===== src/rtl/mc_ctrl32.sv =====
// mc_ctrl32: multicycle MIPS control sequencer with memory handshake,
// retired-instruction counter and sticky trap on illegal opcode or bus timeout.
module mc_ctrl32 #(
   parameter int WAIT_LIMIT = 16,
   parameter int CNT_W      = 32
) (
   input  logic             clock,
   input  logic             reset,
   input  logic [5:0]       opcode,
   input  logic [5:0]       funct,
   input  logic             zero,
   input  logic             mem_ready,
   output logic             mem_req,
   output logic             mem_we,
   output logic             iord,
   output logic             ir_write,
   output logic             pc_write,
   output logic [1:0]       pc_src,
   output logic             alu_src_a,
   output logic [1:0]       alu_src_b,
   output logic [1:0]       alu_op,
   output logic             RegWrite,
   output logic             RegDst,
   output logic             MemorIOtoReg,
   output logic             Jal,
   output logic [3:0]       state,
   output logic             trap,
   output logic [1:0]       trap_cause,
   output logic [CNT_W-1:0] instr_cnt
);
   typedef enum logic [3:0] {
      S_FETCH  = 4'd0,
      S_DECODE = 4'd1,
      S_MEMADR = 4'd2,
      S_MEMRD  = 4'd3,
      S_MEMWB  = 4'd4,
      S_MEMWR  = 4'd5,
      S_REXEC  = 4'd6,
      S_RWB    = 4'd7,
      S_BRANCH = 4'd8,
      S_JUMP   = 4'd9,
      S_JAL    = 4'd10,
      S_IEXEC  = 4'd11,
      S_IWB    = 4'd12,
      S_TRAP   = 4'd15
   } state_t;
   localparam logic [5:0] OP_RTYPE = 6'b000000;
   localparam logic [5:0] OP_J     = 6'b000010;
   localparam logic [5:0] OP_JAL   = 6'b000011;
   localparam logic [5:0] OP_BEQ   = 6'b000100;
   localparam logic [5:0] OP_BNE   = 6'b000101;
   localparam logic [5:0] OP_LW    = 6'b100011;
   localparam logic [5:0] OP_SW    = 6'b101011;
   localparam logic [5:0] FN_JR    = 6'b001000;
   state_t st, nx;
   logic [7:0] wait_cnt;
   logic [1:0] cause_q, cause_nx;
   logic [CNT_W-1:0] cnt_q;
   logic req, timeout, retire, br_take, is_jr;
   assign req     = (st == S_FETCH) || (st == S_MEMRD) || (st == S_MEMWR);
   assign timeout = req && !mem_ready && (wait_cnt == 8'(WAIT_LIMIT - 1));
   assign is_jr   = (funct == FN_JR);
   assign br_take = ((opcode == OP_BEQ) && zero) || ((opcode == OP_BNE) && !zero);
   always_ff @(posedge clock) begin
      if (reset) begin
         st       <= S_FETCH;
         wait_cnt <= 8'd0;
         cause_q  <= 2'b00;
         cnt_q    <= '0;
      end else begin
         st       <= nx;
         cause_q  <= cause_nx;
         cnt_q    <= cnt_q + CNT_W'(retire);
         // counter restarts whenever a request state is entered or left
         wait_cnt <= (req && !mem_ready && nx == st) ? wait_cnt + 8'd1 : 8'd0;
      end
   end
   always_comb begin
      nx       = st;
      cause_nx = cause_q;
      retire   = 1'b0;
      case (st)
         S_FETCH:  nx = mem_ready ? S_DECODE : S_FETCH;
         S_DECODE: begin
            casez (opcode)
               OP_LW, OP_SW:   nx = S_MEMADR;
               OP_RTYPE:       nx = S_REXEC;
               OP_BEQ, OP_BNE: nx = S_BRANCH;
               OP_J:           nx = S_JUMP;
               OP_JAL:         nx = S_JAL;
               6'b001???:      nx = S_IEXEC;
               default: begin
                  nx       = S_TRAP;
                  cause_nx = 2'b01;
               end
            endcase
         end
         S_MEMADR: nx = opcode[3] ? S_MEMWR : S_MEMRD;
         S_MEMRD:  nx = mem_ready ? S_MEMWB : S_MEMRD;
         S_MEMWR: begin
            nx     = mem_ready ? S_FETCH : S_MEMWR;
            retire = mem_ready;
         end
         S_REXEC: begin
            nx     = is_jr ? S_FETCH : S_RWB;
            retire = is_jr;
         end
         S_IEXEC: nx = S_IWB;
         S_MEMWB, S_RWB, S_BRANCH, S_JUMP, S_JAL, S_IWB: begin
            nx     = S_FETCH;
            retire = 1'b1;
         end
         S_TRAP:   nx = S_TRAP;
         default:  nx = S_FETCH;
      endcase
      if (timeout) begin
         nx       = S_TRAP;
         cause_nx = 2'b10;
      end
   end
   // every output is forced low while reset is held
   always_comb begin
      mem_req      = 1'b0;
      mem_we       = 1'b0;
      iord         = 1'b0;
      ir_write     = 1'b0;
      pc_write     = 1'b0;
      pc_src       = 2'b00;
      alu_src_a    = 1'b0;
      alu_src_b    = 2'b00;
      alu_op       = 2'b00;
      RegWrite     = 1'b0;
      RegDst       = 1'b0;
      MemorIOtoReg = 1'b0;
      Jal          = 1'b0;
      state        = 4'd0;
      trap         = 1'b0;
      trap_cause   = 2'b00;
      instr_cnt    = '0;
      if (!reset) begin
         state      = st;
         trap_cause = cause_q;
         instr_cnt  = cnt_q;
         case (st)
            S_FETCH: begin
               mem_req   = 1'b1;
               alu_src_b = 2'b01;
               ir_write  = mem_ready;
               pc_write  = mem_ready;
            end
            S_DECODE: alu_src_b = 2'b11;
            S_MEMADR: begin
               alu_src_a = 1'b1;
               alu_src_b = 2'b10;
            end
            S_MEMRD: begin
               mem_req = 1'b1;
               iord    = 1'b1;
            end
            S_MEMWB: begin
               RegWrite     = 1'b1;
               MemorIOtoReg = 1'b1;
            end
            S_MEMWR: begin
               mem_req = 1'b1;
               mem_we  = 1'b1;
               iord    = 1'b1;
            end
            S_REXEC: begin
               alu_src_a = 1'b1;
               alu_op    = 2'b10;
               pc_write  = is_jr;
               pc_src    = is_jr ? 2'b11 : 2'b00;
            end
            S_RWB: begin
               RegWrite = 1'b1;
               RegDst   = 1'b1;
            end
            S_BRANCH: begin
               alu_src_a = 1'b1;
               alu_op    = 2'b01;
               pc_src    = 2'b01;
               pc_write  = br_take;
            end
            S_JUMP: begin
               pc_write = 1'b1;
               pc_src   = 2'b10;
            end
            S_JAL: begin
               pc_write = 1'b1;
               pc_src   = 2'b10;
               RegWrite = 1'b1;
               Jal      = 1'b1;
            end
            S_IEXEC: begin
               alu_src_a = 1'b1;
               alu_src_b = 2'b10;
               alu_op    = 2'b11;
            end
            S_IWB:  RegWrite = 1'b1;
            S_TRAP: trap = 1'b1;
            default: ;
         endcase
      end
   end
endmodule


===== config.mk =====
export PLATFORM = sky130hd
export DESIGN_NAME = mc_ctrl32
export DESIGN_NICKNAME = d
export VERILOG_FILES = /design/src/rtl/mc_ctrl32.sv
export SDC_FILE = /design/constraint.sdc
export NUM_CORES = 1
export LEC_CHECK = 0
export CELL_PAD_IN_SITES_DETAIL_PLACEMENT = 1
export CELL_PAD_IN_SITES_GLOBAL_PLACEMENT = 1
export CORE_ASPECT_RATIO = 0.6
export CORE_MARGIN = 2
export CORE_UTILIZATION = 36
export CTS_CLUSTER_DIAMETER = 40
export DETAILED_ROUTE_END_ITERATION = 10
export PLACE_DENSITY = 0.85
export RECOVER_POWER = 100
export SLEW_MARGIN = 25
export SYNTH_ARGS = -nofsm -noshare
export SYNTH_HDL_FRONTEND = slang
export SYNTH_SLANG_ARGS = --single-unit

===== constraint.sdc =====
create_clock -name clock -period 4.5 [get_ports clock]
set_input_delay 1.125 -clock clock [delete_from_list [all_inputs] [get_ports clock]]
set_output_delay 1.125 -clock clock [all_outputs]
set_load 0.02 [all_outputs]

== Word level (Yosys, flattened, before mapping) ==
Index checks and enable logic that the tools add are counted.

* Memory bits (read-only): 0
* Latch bits: 0
* Word-level logic and storage cells: 104
* Bits of input ports: 16
* Memories kept: 0
* RAM bits: 0
* Bits in registers: 46
* Output and inout port bits: 55

* Multiplexer cells: 44
* Shifts and indexed selects: 0
* Equal/unequal tests: 24
* Multiply operators: 0
* Reductions and logical operators: 27
* $lt $le $gt $ge: 0
* Divide/modulo/power cells: 0
* Bitwise operators: 2
* Add/sub/neg operators: 2

{| class="wikitable"
|+ Operators with widths
! operator !! number
|-
| 32-bit by 1-bit adder with 32-bit output || 1
|-
| 32-bit two-way mux || 1
|-
| 4-bit one-hot mux with 8 select lines || 1
|-
| 4-bit equality test (second input constant) || 6
|-
| 4-bit one-hot mux with 6 select lines || 1
|-
| 1-bit two-way mux || 22
|-
| 2-bit one-hot mux with 3 select lines || 3
|-
| 4-bit by 3-bit equality test with 1-bit output (second input constant) || 4
|-
| 2-bit two-way mux || 8
|-
| 2-bit OR reduction || 7
|-
| 6-bit by 2-bit equality test with 1-bit output (second input constant) || 2
|-
| 6-bit by 3-bit equality test with 1-bit output (second input constant) || 2
|-
| 6-bit equality test (second input constant) || 2
|-
| 3-bit two-way mux || 4
|-
| 8-bit by 1-bit adder with 8-bit output (second input constant) || 1
|-
| 4-bit by 2-bit equality test with 1-bit output (second input constant) || 2
|-
| 8-bit by 4-bit equality test with 1-bit output (second input constant) || 1
|-
| 4-bit two-way mux || 2
|-
| 4-bit OR reduction || 2
|-
| 8-bit OR reduction || 1
|-
| 6-bit by 4-bit equality test with 1-bit output (second input constant) || 1
|-
| 6-bit zero test || 1
|-
| 6-bit OR reduction || 1
|-
| 1-bit logical AND || 5
|-
| other kinds (13) || 18
|}

== Depth between registers and ports, before layout ==
* Word-level depth: 10
* Depth in mapped cells: 10
* Depth with buffers taken out: 9

== Least setup slack after synthesis ==
Ideal clock, no wire load.

* Path type: input to output
* Start point: input port opcode[3]
* End point: output port pc_write
* Required time: 3.375 ns
* Path slack: 0.931 ns
* Buffers on the path: 0
* Arrival: 2.444 ns
* Cell stages on the path: 4
* Cells stage by stage: or3_1 > o32ai_1 > nand2_1 > a211oi_1

* Cells in the longest elaborated chain, start to end: 5
* Elaborated cells between the ends (all ways): 7
* Classes of those cells: eq/ne (2); mux (2); reduce/logical (3)

{| class="wikitable"
|+ RTL lines
! item !! RTL line !! source
|-
| start: declaration || 9 || <nowiki>input logic [5:0] opcode,</nowiki>
|-
| 6-bit by 3-bit equality test with 1-bit output || 63 || <nowiki>assign br_take = ((opcode == OP_BEQ) && zero) || ((opcode == OP_BNE) && !zero);</nowiki>
|-
| 1-bit logical AND || 63 ||
|-
| 1-bit logical OR * || 63 ||
|-
| 1-bit one-hot mux with 4 select lines * || 144 || <nowiki>case (st)</nowiki>
|-
| 1-bit two-way mux * || 140 || <nowiki>if (!reset) begin</nowiki>
|-
| end: declaration || 17 || <nowiki>output logic pc_write,</nowiki>
|}

Every way passes the cells marked *; elsewhere a longest branch is shown, timed or not.

== Worst setup path in the final report ==
* Start point: input port reset
* End point: output port instr_cnt[1]

* Cells in the longest elaborated chain, start to end: 1

{| class="wikitable"
|+ RTL lines
! item !! RTL line !! source
|-
| start: declaration || 8 || <nowiki>input logic reset,</nowiki>
|-
| 32-bit two-way mux || 140 ||
|-
| end: declaration || 29 || <nowiki>output logic [CNT_W-1:0] instr_cnt</nowiki>
|}

No other way between the ends.

==> results.txt <==
Tcrit/Tclk final - 0.959
Pins Over Slew Limit - 0
Drt first pass iters - 4
Share of cells above drive strength 1 - 0.0570
R2R Setup Slk - 1.06 ns
Post-Syn Area per Cell - 7.93 µm²
P&R area growth vs syn - 31.6%
Skew final - 0.00838 ns
WL final - 9140 µm
Fmax - 232 MHz
CTS-repair resized insts - 0
GPL Wtd Cong - 0.770
Routed vias - 2,874
Worst Hold End - wait_cnt[0]
Fin. Hold Viols - 0
RR Endpoint - cnt_q[31]
IO Pins - 71
CP endpoint kind - output port
Synthesis-stage register bit count - 46
Largest family of logic cells by synthesized area - simple AND/OR/NAND/NOR gates
Crit Path Class - primary input to output port
EDFF count, synth - 0
Power share of the sequential group - 0.373
Nets@finish - 439
Buffer depth of the longest clock path - 2
WP buf/inv - 3
Crit-path slowest cell - clkbuf_1
Crit-path cells - clkbuf_1 -> buf_12 -> nor2b_1 -> dlygate4sd3_1
Slew of the pin with the lowest slew margin - 1.23 ns
GRT busiest layer - met2
Starting DRT DRC Count - 155
CP top delay family - buffers and inverters
Power Internal - 0.000912 W
Row count - 25
Synth Area in XOR/XNOR - 0.0642
Vias in the first global route - 2,898
Pwr/cell area - 381 nW/µm²
CTS tree - yes
Clock latency at the later pin of the worst-skew pair - 0.29 ns
Outcome - finished, final reports clean
Total track usage - 0.218
Die area - 8710 µm²
Area share of and/or/nand/nor cells after synthesis - 0.386
Pwr Total - 0.00144 W
LEAKAGE - 1.47 nW
Setup Fix Bufs, Post-CTS - 0
Post-synthesis sequential area ratio - 0.322
Combinational Power Share - 0.338
Cell count of the worst reg-to-reg path - 8
Max cap viols - 0
Initial antenna violation count - 0
Dpl hpwl - 6660 µm
Core area - 7790 µm²
Peak supply drop - 0.000138 V
HP Class - register to register
Net count after synthesis - 380
Switching share of power - 0.365
Largest fanout on the critical path - 68
First-pass GRT wire length - 15,100 µm
Post-synth top flop - dfxtp_1
Clock Pin Slew Worst Setup and Hold Paths - 0.06 ns
CP required - 3.38 ns
Most frequent cell after synthesis - nor2_1
IO Port Bufs - 70
Post-synthesis adder-cell area fraction - 0.0201
Cell taking the most area after synthesis - dfxtp_1
Initial Utilization - 0.368
Async SR Flop Fraction - 0
Crit path DAT - 3.19 ns
DRC viols - 0
Synth Warn # - 0
Cts hold-fix bufs - 0
Met1 global-route usage - 0.317
Netlist Area Pre-Place - 2860 µm²
Critical path startpoint category - primary input
Synth Area in Compound Gates - 0.113
Startpoint of the worst hold path - wait_cnt[0]
CTS sink cnt - 46
Root buf cell - clkbuf_16
Final setup viols - 0
CTS buffer count - 5
Reg2Reg Launch Point - st[0]
Yosys cell types - 55
Rel. slew slack - 0.181
Largest net degree at the start of global routing - 69
Crit path from - reset
Net switching power - 0.000525 W
Met3 usage - 0.0469
RSZ-0062 raised after global routing - false
Die height - 73.1 µm
Placed cell area - 3650 µm²
Ant diodes - 0
Min-Delay Path Depth - 1
Global route total overflow - 0
WL/cell - 17.3 µm
Synth top cells by count - nor2_1, dfxtp_1, nor2b_1, nand3_1, nor3_1
Crit path depth - 4
Post-route ant nets - 0
Area contributors post-synth - dfxtp_1, nor2b_1, nor2_1
CTS HTree Levels - 2
Fin crit period - 4.31 ns
Via/cell ratio - 5.43
GR Layer Usage met2 - 0.341
Share of the synthesized area in the top cell type - 0.322
Syn Inst Count - 361
Clk pwr share - 0.290
CP peak stage delay - 0.88 ns
Mux cell area share after synthesis - 0.0467
Setup TNS - 0 ns
Design area - 3770 µm²
Die Width - 119 µm
-- worst reg2reg max path, delay by kind of cell (launching register included) --
family | cells | cell delay [ns]
AND/OR/NAND/NOR | 4 | 1.44
flip-flops | 1 | 0.87
AO/OA/AOI/OAI | 2 | 0.37
multiplexers | 1 | 0.37
adder cells (fa/ha/maj) | 1 | 0.27
-- per-layer routing --
layer	vias up	part of all wire
met3	4	0.033
met4	0	0.0036
met1	1426	0.52
met2	48	0.44
met5	-	0
li1	1396	-
-- area by class of cell --
class                           instances  area [µm²]
Timing Repair Buffer                   75         734
Sequential cell                        46         921
Fill cell                             936        4020
Inverter                               11        41.3
Multi-Input combinational cell        281        1770
Clock inverter                          1        30.0
Clock buffer                            7         133
Tap cell                              108         135
-- sequential cells by signal, summed over array words and instances (netlist names) --
| register | cells |
|---|---|
| cnt_q | 32 |
| st | 4 |
| wait_cnt | 8 |
| cause_q | 2 |
-- worst max path at each step --
stage	end	slack [ns]
6_report	instr_cnt[1]	0.19
5_1_grt	pc_src[1]	0.06
4_1_cts	pc_write	0.06
3_5_place_dp	pc_write	0.06
3_3_place_gp	pc_write	0.11
2_1_floorplan	pc_write	0.93
-- cell families after synthesis --
group / after synthesis
AOI/OAI and AO/OA: 49
xor gates and xnor gates: 21
adders and majority gates: 5
buffers and inverters: 34
DFF: 46
muxes: 12
and+or+nand+nor: 194
-- cells in the final DEF (no fill, tap or decap), types with 3 or more instances in the layout --
cell type,count
a211oi_1,3
a21oi_1,16
a41oi_1,3
and3_1,8
and4_1,3
buf_4,3
clkbuf_1,5
clkbuf_16,5
clkdlybuf4s50_1,16
dfxtp_1,46
dlygate4sd3_1,52
ha_1,3
inv_1,11
mux2_1,4
mux2_2,7
nand2_1,13
nand2b_1,4
nand3_1,19
nand4_1,10
nor2_1,49
nor2b_1,38
nor3_1,19
nor3b_1,3
nor4_1,6
o21ai_0,10
or3_1,8
xnor2_1,9
xor2_1,12
-- power by group through the flow --
stage / Clock, W / Combinational, W / Sequential [W]
2_1_floorplan: 0 / 0.000378 / 0.000464
3_3_place_gp: 0 / 0.000478 / 0.000533
3_5_place_dp: 0 / 0.000500 / 0.000540
4_1_cts: 0.000422 / 0.000506 / 0.000532
5_1_grt: 0.000445 / 0.000530 / 0.000544
6_report: 0.000416 / 0.000485 / 0.000536
-- metrics by stage --
step	cells	util	hold slack (ns)	setup slack, ns
floorplan	361	-	0.413	0.931
global placement	521	0.468	0.425	0.115
detailed placement	521	0.468	0.453	0.0576
CTS	529	0.489	0.462	0.0595
global route	529	0.484	0.466	0.0567
finish	529	0.484	0.451	0.187
No activity file was read; power rests on OpenSTA's default activity.
